--- config.mk ---
export PLATFORM = sky130hd
export DESIGN_NAME = ram_arbiter
export DESIGN_NICKNAME = d
export VERILOG_FILES = /design/src/rtl/ram_arbiter.sv
export SDC_FILE = /design/constraint.sdc
export NUM_CORES = 1
export LEC_CHECK = 0
export BUFFER_PORTS_ARGS = -buffer_cell sky130_fd_sc_hd__buf_2
export CORE_MARGIN = 4
export CORE_UTILIZATION = 43
export DETAILED_ROUTE_END_ITERATION = 6
export PLACE_DENSITY = 0.74
export SETUP_SLACK_MARGIN = 0.5
export SLEW_MARGIN = 30
export SYNTH_ARGS = -nofsm -noshare
export SYNTH_HDL_FRONTEND = slang
export SYNTH_SLANG_ARGS = --single-unit
--- constraint.sdc ---
create_clock -name CLK -period 7.2 [get_ports CLK]
set_input_delay 0.36 -clock CLK [delete_from_list [all_inputs] [get_ports CLK]]
set_output_delay 0.36 -clock CLK [all_outputs]
set_load 0.01 [all_outputs]
--- src/rtl/ram_arbiter.sv ---
// ram_arbiter: shares one RAM port between an instruction fetch path and a data path.
// Data is favoured, but a bounded streak counter stops it from starving instruction fetches.
module ram_arbiter #(
  parameter int STARVE_MAX = 4,
  parameter int WAIT_MAX   = 15
) (
  input  logic        CLK,
  input  logic        nRST,
  input  logic        iREN,
  input  logic [31:0] iaddr,
  input  logic        dREN,
  input  logic        dWEN,
  input  logic [31:0] daddr,
  input  logic [31:0] dstore,
  input  logic [31:0] ramload,
  input  logic        busy_o,
  output logic        Ren,
  output logic        Wen,
  output logic [31:0] ramaddr,
  output logic [31:0] ramstore,
  output logic [31:0] iload,
  output logic [31:0] dload,
  output logic        i_ready,
  output logic        d_ready,
  output logic        timeout_err
);

  localparam int SW = (STARVE_MAX > 0) ? $clog2(STARVE_MAX + 1) : 1;
  localparam int WW = (WAIT_MAX > 0) ? $clog2(WAIT_MAX + 1) : 1;
  localparam logic [SW-1:0] STARVE_LIM = SW'(STARVE_MAX);
  localparam logic [WW-1:0] WAIT_LIM   = WW'(WAIT_MAX);

  typedef enum logic [1:0] {
    S_IDLE = 2'd0,
    S_IACC = 2'd1,
    S_DACC = 2'd2
  } state_e;

  state_e        state_q, state_d;
  logic          ren_q, ren_d;
  logic          wen_q, wen_d;
  logic          wr_q, wr_d;
  logic          iready_q, iready_d;
  logic          dready_q, dready_d;
  logic          timeout_q, timeout_d;
  logic [31:0]   addr_q, addr_d;
  logic [31:0]   store_q, store_d;
  logic [31:0]   iload_q, iload_d;
  logic [31:0]   dload_q, dload_d;
  logic [SW-1:0] dstreak_q, dstreak_d;
  logic [WW-1:0] waitcnt_q, waitcnt_d;

  logic dreq_s;
  logic istarved_s;
  logic can_grant_s;
  logic grant_i_s;
  logic grant_d_s;
  logic abort_s;
  logic end_s;

  // No grant while a ready pulse is out: that cycle is the recovery gap between accesses.
  assign dreq_s      = dREN | dWEN;
  assign istarved_s  = iREN && (dstreak_q == STARVE_LIM);
  assign can_grant_s = (state_q == S_IDLE) && !iready_q && !dready_q;
  assign grant_i_s   = can_grant_s && (istarved_s || (iREN && !dreq_s));
  assign grant_d_s   = can_grant_s && !istarved_s && dreq_s;
  assign abort_s     = busy_o && (waitcnt_q == WAIT_LIM);
  assign end_s       = (state_q != S_IDLE) && (!busy_o || abort_s);

  // Next-state and output decode for the IDLE/IACC/DACC controller.
  always_comb begin
    state_d   = state_q;
    ren_d     = 1'b0;
    wen_d     = 1'b0;
    wr_d      = wr_q;
    iready_d  = 1'b0;
    dready_d  = 1'b0;
    timeout_d = timeout_q;
    addr_d    = addr_q;
    store_d   = store_q;
    iload_d   = iload_q;
    dload_d   = dload_q;
    dstreak_d = dstreak_q;
    waitcnt_d = waitcnt_q;

    case (state_q)
      S_IDLE: begin
        if (grant_i_s || !iREN) begin
          dstreak_d = {SW{1'b0}};
        end else if (grant_d_s && (dstreak_q != STARVE_LIM)) begin
          dstreak_d = dstreak_q + SW'(1);
        end else begin
          dstreak_d = dstreak_q;
        end

        if (grant_i_s) begin
          state_d   = S_IACC;
          addr_d    = iaddr;
          wr_d      = 1'b0;
          ren_d     = 1'b1;
          waitcnt_d = {WW{1'b0}};
        end else if (grant_d_s) begin
          // A simultaneous dREN/dWEN pair is a write.
          state_d   = S_DACC;
          addr_d    = daddr;
          store_d   = dstore;
          wr_d      = dWEN;
          ren_d     = !dWEN;
          wen_d     = dWEN;
          waitcnt_d = {WW{1'b0}};
        end else begin
          state_d = S_IDLE;
        end
      end

      S_IACC, S_DACC: begin
        if (end_s) begin
          state_d   = S_IDLE;
          timeout_d = timeout_q | abort_s;
          if (state_q == S_IACC) begin
            iready_d = 1'b1;
            iload_d  = abort_s ? 32'h0000_0000 : ramload;
          end else begin
            dready_d = 1'b1;
            if (!wr_q) begin
              dload_d = abort_s ? 32'h0000_0000 : ramload;
            end else begin
              dload_d = dload_q;
            end
          end
        end else begin
          ren_d     = ren_q;
          wen_d     = wen_q;
          waitcnt_d = waitcnt_q + WW'(1);
        end
      end

      default: begin
        state_d = S_IDLE;
      end
    endcase
  end

  // State and output registers; reset drops strobes and clears all visible state at once.
  always_ff @(posedge CLK or posedge nRST) begin
    if (nRST) begin
      state_q   <= S_IDLE;
      ren_q     <= 1'b0;
      wen_q     <= 1'b0;
      wr_q      <= 1'b0;
      iready_q  <= 1'b0;
      dready_q  <= 1'b0;
      timeout_q <= 1'b0;
      addr_q    <= 32'h0000_0000;
      store_q   <= 32'h0000_0000;
      iload_q   <= 32'h0000_0000;
      dload_q   <= 32'h0000_0000;
      dstreak_q <= {SW{1'b0}};
      waitcnt_q <= {WW{1'b0}};
    end else begin
      state_q   <= state_d;
      ren_q     <= ren_d;
      wen_q     <= wen_d;
      wr_q      <= wr_d;
      iready_q  <= iready_d;
      dready_q  <= dready_d;
      timeout_q <= timeout_d;
      addr_q    <= addr_d;
      store_q   <= store_d;
      iload_q   <= iload_d;
      dload_q   <= dload_d;
      dstreak_q <= dstreak_d;
      waitcnt_q <= waitcnt_d;
    end
  end

  assign Ren         = ren_q;
  assign Wen         = wen_q;
  assign ramaddr     = addr_q;
  assign ramstore    = store_q;
  assign iload       = iload_q;
  assign dload       = dload_q;
  assign i_ready     = iready_q;
  assign d_ready     = dready_q;
  assign timeout_err = timeout_q;

endmodule

==> results.md, run 1 <==
- Worst-skew pair later-pin latency: approximately 0.4 ns
- IO Count: 267
- Worst reg2reg path depth: 6
- Post-Syn Nets: between 600 and 700
- FF+latch area: about 3600 um^2
- Synth top area share: 0.608
- Avg Vias per Cell: between 4 and 5
- Setup crit end kind: flip-flop
- Routability cong.: between 0.7 and 0.8
- Slowest cell on the critical path: dfrtp_1
- Final Hold Fails: 0
- Final wirelength: 14,300 um
- Syn Area/Cell: 11.1 um^2
- Area occupied by multi-input gates: approximately 2100 um^2
- DR WL/cell: 14.6 um
- # DRC: 0
- Maximum VDD drop: ~0.22 mV
- Crit path DAT: between 2 and 2.5 ns
- ANT cells: 0
- Status: complete, no violations
- Area Overhead vs Synth: 35.0%
- Sequential area share after synthesis: 0.608
- PortBufs: around 270
- CTS Buf Count: 17
- Clock skew: slightly below 0.009 ns
- Minimum clock period after layout: 2.03 ns
- Library cells used by synthesis: 34
- Synth area leaders: dfrtp_1, nand2_1, mux2_1
- Levels on crit path: 6
- Synth Instances: around 530
- Largest net degree at the start of global routing: 85
- Root Driver: clkbuf_16
- Crit-path cells: inv_1 -> ha_1 -> nor3b_4 -> o211ai_4 -> buf_16 -> mux2_1
- Reg2reg start: state_q[0]
- Vias in the first global route: between 4k and 5k
- Critical R2R Capture: ramstore[18]
- CTS sink cnt: ~140
- RSZ-0062 raised after global routing: false
- Layout Nets: approximately 930
- Ys async rst share: 1.00
- DP Wirelength: between 10,000 and 15,000 um
- Period Utilization, post-route: 0.282
- Max_slew headroom: 0.507
- Area leader, netlist: dfrtp_1
- # setup viols final: 0
- Chip height: 125 um
- Deepest clock path buffer count: 2
- Post-placement cell count: 946
- First-pass GRT wire length: ~24,000 um
- GRT Total Usage: 0.187
- Most used DFF post-synth: dfrtp_1
- Grt total ovfl: 0
- Non-Filler Instances: just under 1k
- Crit-path max FO: 20
- DR pass1 iterations: 6
- Number of fill cells: ~1.2k
- Initial antenna violation count: 0
- Number of enable flip-flop cells after synthesis: 0
- CTS Hold Bufs: 0
- Top cells by count, synth: dfrtp_1, nand2_1, o21ai_0, nor2_1, mux2i_1
- Die area: 15,600 um^2
- Leakage: 4.31 nW
- CTS H-tree lvls: 4
- Max incr delay on CP: 0.39 ns
- Count leader, synth: dfrtp_1
- Synthesis warning total: 0
- Max-cap violation count: 0
- Max frequency: a little under 500 MHz
- PwrDens: 442 nW/um^2
- CP required: roughly 7.5 ns
- Die Wd: between 100 and 150 um
- Slew Limit Fails: 0
- TNS Setup: 0 ns
- Post-CTS sizing: 0
- Crit path kind: flip-flop to flip-flop
- Worst Setup Start Kind: flip-flop
- CP delay by family, top: flip-flops
- Worst-path clk slew: ~0.06 ns
- Share of layout cells above drive strength 1: 0.387
- Worst Setup SP: state_q[0]
- Hold Crit Class: input pin to asynchronous set/reset pin
- Slew @ Worst Pin: 0.739 ns
- Via count: 4,709
- Synth Cell Area: ~6000 um^2
- Post-CTS Setup Bufs: 0
- Fin util: 0.595
- Row count: between 40 and 50
- Buf/Inv on CP: 2
- Starting Density: 0.441
- CP Capture Point: ramstore[18]
- Initial drt markers: 260
- FF-to-FF setup slack: approximately 5.2 ns
- Core Box Area: between 10,000 and 15,000 um^2
- TritonCTS clock tree: built
- Synth Register Bits: 143
- ANT nets after route: 0
[flip-flops by register name, summed over array words and instances (netlist names)]
name and count:
dload 32, iload 32, ramaddr 32, ramstore 32
waitcnt_q 4, dstreak_q 3, state_q 2, Ren 1
Wen 1, d_ready 1, i_ready 1, timeout_err 1
wr_q 1
[cell usage in the layout, fill, tap and decap left out, drive strengths merged, types with 2 or more instances in the layout]
| master | instances |
|---|---|
| o2bb2ai | 2 |
| a21oi | 32 |
| ha | 5 |
| a32o | 4 |
| dfrtp | 143 |
| inv | 15 |
| nand2 | 104 |
| mux2 | 32 |
| o211ai | 3 |
| buf | 272 |
| bufinv | 4 |
| o21ai | 70 |
| clkinv | 5 |
| mux2i | 34 |
| nand3 | 7 |
| nor2 | 36 |
| clkbuf | 20 |
[worst register-to-register path: cells and delay by family (launching register included)]
kind / cells / cell delay, ns
muxes: 1 / 0.33
adders and majority gates: 1 / 0.19
AOI/OAI and AO/OA: 1 / 0.31
buffers and inverters: 2 / 0.32
and+or+nand+nor: 1 / 0.35
DFF: 1 / 0.39
[power breakdown]
part	switching (mW)	total, mW	leakage, nW	internal (mW)
logic	0.729	1.27	2.23	0.540
clock network	0.330	0.923	0.309	0.593
registers	0.172	1.32	1.77	1.15
[worst min path at each step]
stage,start,end,slack [ns],depth (start not counted)
finish,nRST,iload[13],0.07,2
global route,nRST,ramstore[14],0.15,2
CTS,nRST,ramstore[24],0.11,2
detailed placement,timeout_err,timeout_err,0.46,1
global placement,timeout_err,timeout_err,0.46,1
floorplan,state_q[1],state_q[1],0.45,1
[metrics by stage]
stage | hold slack [ns] | cell area [um^2] | setup WS [ns] | total power, mW
after floorplan | 0.449 | 5880 | 3.00 | 2.12
after detailed placement | 0.457 | 7310 | 5.14 | 2.62
after CTS | 0.114 | 7940 | 5.14 | 3.56
after global placement | 0.456 | 7280 | 4.95 | 2.55
after global routing | 0.147 | 7940 | 4.98 | 3.76
final | 0.0749 | 7940 | 5.17 | 3.51
[kinds of logic after synthesis]
logic type	after synthesis	synth area share
buffers and inverters	43	0.0432
adder cells (fa/ha/maj)	5	0.0106
AND/OR/NAND/NOR	155	0.106
AO/OA/AOI/OAI	117	0.113
multiplexers	66	0.119
flip-flops	143	0.608
[routing by layer]
| metal | part of all wire | track usage | vias to the layer above |
|---|---|---|---|
| li1 | - | - | 2325 |
| met1 | 0.41 | 0.236 | 2209 |
| met2 | 0.51 | 0.313 | 156 |
| met3 | 0.064 | 0.0563 | 19 |
| met4 | 0.016 | 0.0580 | 0 |
| met5 | 0 | 0 | - |
[cell type report]
cell class              instances  share of cell area
flip-flops and latches        143               0.451
repair buffers                272               0.176
clock buffers                  20              0.0562
clock inverters                12              0.0230
well taps                     176              0.0277
inverters                      12             0.00630
multi-input cells             343               0.260
Power figures use the tool's default switching activity.
==> run 2: changes to the inputs <==
- clock period: 7.2 -> 2.08 ns (I/O delays scaled with it)
==> run 2 against run 1 <==
The run now ends with negative hold slack left. Hold slack got worse by 0.086 ns. Fmax increased by 10%. Cell area increased by 41%. Sequential power increased to 3.7 times the previous value. Combinational power increased to 5.8 times the previous value. Clock power increased to 3.6 times the previous value. Worst setup slack got worse by 4.9 ns. Global-route usage increased by 9.0 points.
==> results.md, run 2 (synthesis gave the netlist of run 1 again) <==
- Status: complete, but fails checks (was complete, no violations)
- Failing checks: negative hold slack
- First-pass GRT wire length: 34,100 um (was 23,800 um)
- Period Utilization, post-route: 0.883 (was 0.282)
- TritonCTS clock tree: built (unchanged)
- Max_slew headroom: 0.487 (was 0.507)
- Commonest non-fill, non-tap cell in the layout: buf_2 (unchanged)
- Combinational share of power: 0.475 (was 0.362)
- Seq pwr share: 0.313 (was 0.375)
- ANT cells: 0 (unchanged)
- Post-placement cell count: 949 (was 946)
- Crit path DAT: 2.14 ns (was 2.31 ns)
- Root Driver: clkbuf_16 (unchanged)
- Slew @ Worst Pin: 0.769 ns (was 0.739 ns)
- Initial drt markers: 407 (was 260)
- Maximum VDD drop: 0.735 mV (was 0.223 mV)
- DR WL/cell: 20.9 um (was 14.6 um)
- Chip height: 125 um (unchanged)
- Die area: 15,600 um^2 (unchanged)
- Net Sw Power: 5.62 mW (was 1.23 mW)
- CTS Buf Count: 17 (unchanged)
- Clock skew: 0.00956 ns (was 0.00874 ns)
- CTS sink cnt: 143 (unchanged)
- Non-Filler Instances: 1,168 (was 978)
- Hold Crit Class: input pin to flip-flop (was input pin to asynchronous set/reset pin)
- Layout Nets: 1,119 (was 928)
- Worst Setup Start Kind: flip-flop (unchanged)
- Die Wd: 125 um (unchanged)
- Largest net degree at the start of global routing: 144 (was 85)
- Avg Vias per Cell: 5.35 (was 4.81)
- Tot Pwr: 15.6 mW (was 3.51 mW)
- Max frequency: 545 MHz (was 493 MHz)
- Clock network fraction of total power: 0.212 (was 0.263)
- Most frequent cells in the layout: buf_2, dfrtp_1, dlygate4sd3_1 (was buf_2, dfrtp_1, nand2_1)
- Minimum clock period after layout: 1.84 ns (was 2.03 ns)
- # setup viols final: 0 (unchanged)
- Vias in the first global route: 6,499 (was 4,750)
- Via count: 6,252 (was 4,709)
- Initial antenna violation count: 0 (unchanged)
- Leakage: 5.75 nW (was 4.31 nW)
- Hold_ws: -0.0113 ns (was 0.0749 ns)
- Starting Density: 0.441 (unchanged)
- PortBufs: 266 (unchanged)
- Crit-path cells: inv_2 -> ha_4 -> nor3b_4 -> buf_6 -> nand3_4 -> buf_12 -> buf_16 -> mux2i_2 -> a21oi_1 (was inv_1 -> ha_1 -> nor3b_4 -> o211ai_4 -> buf_16 -> mux2_1)
- Final Hold Fails: 2 (was 0)
- CP required: 2.38 ns (was 7.48 ns)
- Crit path kind: flip-flop to flip-flop (unchanged)
- Max incr delay on CP: 0.39 ns (about the same)
- Share of layout cells above drive strength 1: 0.539 (was 0.387)
- IO Count: 267 (unchanged)
- Slowest cell on the critical path: dfrtp_1 (unchanged)
- Max-cap violation count: 0 (unchanged)
- Switch share: 0.361 (was 0.351)
- Row count: 42 (unchanged)
- Final wirelength: 24,400 um (was 14,300 um)
- Setup crit end kind: flip-flop (unchanged)
- Routability cong.: 0.777 (was 0.789)
- ANT nets after route: 0 (unchanged)
- Deepest clock path buffer count: 2 (unchanged)
- CTS H-tree lvls: 4 (unchanged)
- Grt total ovfl: 0 (unchanged)
- Area Overhead vs Synth: 90.0% (was 35.0%)
- DR pass1 iterations: 5 (was 6)
- RSZ-0062 raised after global routing: true (was false)
- TNS Setup: 0 ns (unchanged)
- DP Wirelength: 10,500 um (about the same)
- # DRC: 0 (unchanged)
- GRT Total Usage: 0.277 (was 0.187)
- Slew Limit Fails: 0 (unchanged)
- Worst-path clk slew: 0.06 ns (about the same)
- Core Box Area: 13,300 um^2 (unchanged)
- Worst-skew pair later-pin latency: 0.42 ns (was 0.41 ns)
- Pint: 9.96 mW (was 2.28 mW)
- PwrDens: 1390 nW/um^2 (was 442 nW/um^2)
- Crit-path max FO: 6 (was 20)
-- run 2: routing by layer --
layer | vias up | GRT usage | share of wire | routed length [um]
li1 | 2722 | - | - | -
met1 | 3059 | 0.322 | 0.36 | 8840
met2 | 375 | 0.480 | 0.52 | 12700
met3 | 96 | 0.0687 | 0.074 | 1800
met4 | 0 | 0.133 | 0.044 | 1070
met5 | - | 0 | 0 | 0
-- run 2: power by group through the flow --
stage                     Sequential (mW)  Combinational, mW  Clock (mW)
after floorplan                      5.12               2.75           0
after global placement               4.63               4.84           0
after detailed placement             4.63               5.00           0
after CTS                            4.61               6.26        3.30
after global routing                 5.00               7.90        3.46
final                                4.88               7.41        3.30
-- run 2: stage by stage --
stage	area [um^2]	util	hold slack [ns]	worst slack (ns)
after global routing	11200	0.837	0.0149	0.148
after CTS	10300	0.774	0.00201	0.300
after detailed placement	7540	0.565	0.323	0.156
after floorplan	6100	-	0.236	0.185
after global placement	7540	0.565	0.318	0.210
final	11200	0.837	-0.0113	0.244
-- run 2: final cells by class --
class	instances	area [um^2]
Clock buffer	20	437
Clock inverter	11	190
Fill cell	663	2170
Inverter	12	48.8
Multi-Input combinational cell	344	2860
Sequential cell	143	3580
Tap cell	176	220
Timing Repair Buffer	462	3840
-- run 2: worst paths after layout --
| kind | cells past startpoint | to | slack [ns] | start |
|---|---|---|---|---|
| setup / recovery | 9 | ramaddr[21] | 0.24 | state_q[1] |
| hold / removal | 3 | ramaddr[25] | -0.01 | iaddr[25] |
| setup reg to reg | 9 | ramaddr[21] | 0.24 | state_q[1] |
| hold reg to reg | 1 | timeout_err | 0.47 | timeout_err |
| max in group asynchronous | 4 | ramstore[13] | 1.06 | nRST |
| min in group asynchronous | 4 | iload[2] | 0.45 | nRST |
-- run 2: repair_timing --
action | CTS | global route
cloned | 17 | 10
buffers inserted | 35 | 3
hold buffers | 123 | 0
resized for setup | 79 | 185
endpoints found under the setup margin | 139 | 141
pin swaps | 18 | 76
hold endpoints to repair | 267 | 0
-- run 2: critical path: cells and delay by family, from the launching register on --
family	cells	cell delay, ns
buf+inv	4	0.56
simple gates	2	0.35
compound gates	1	0.09
fa+ha+maj	1	0.14
flops	1	0.39
mux	1	0.20
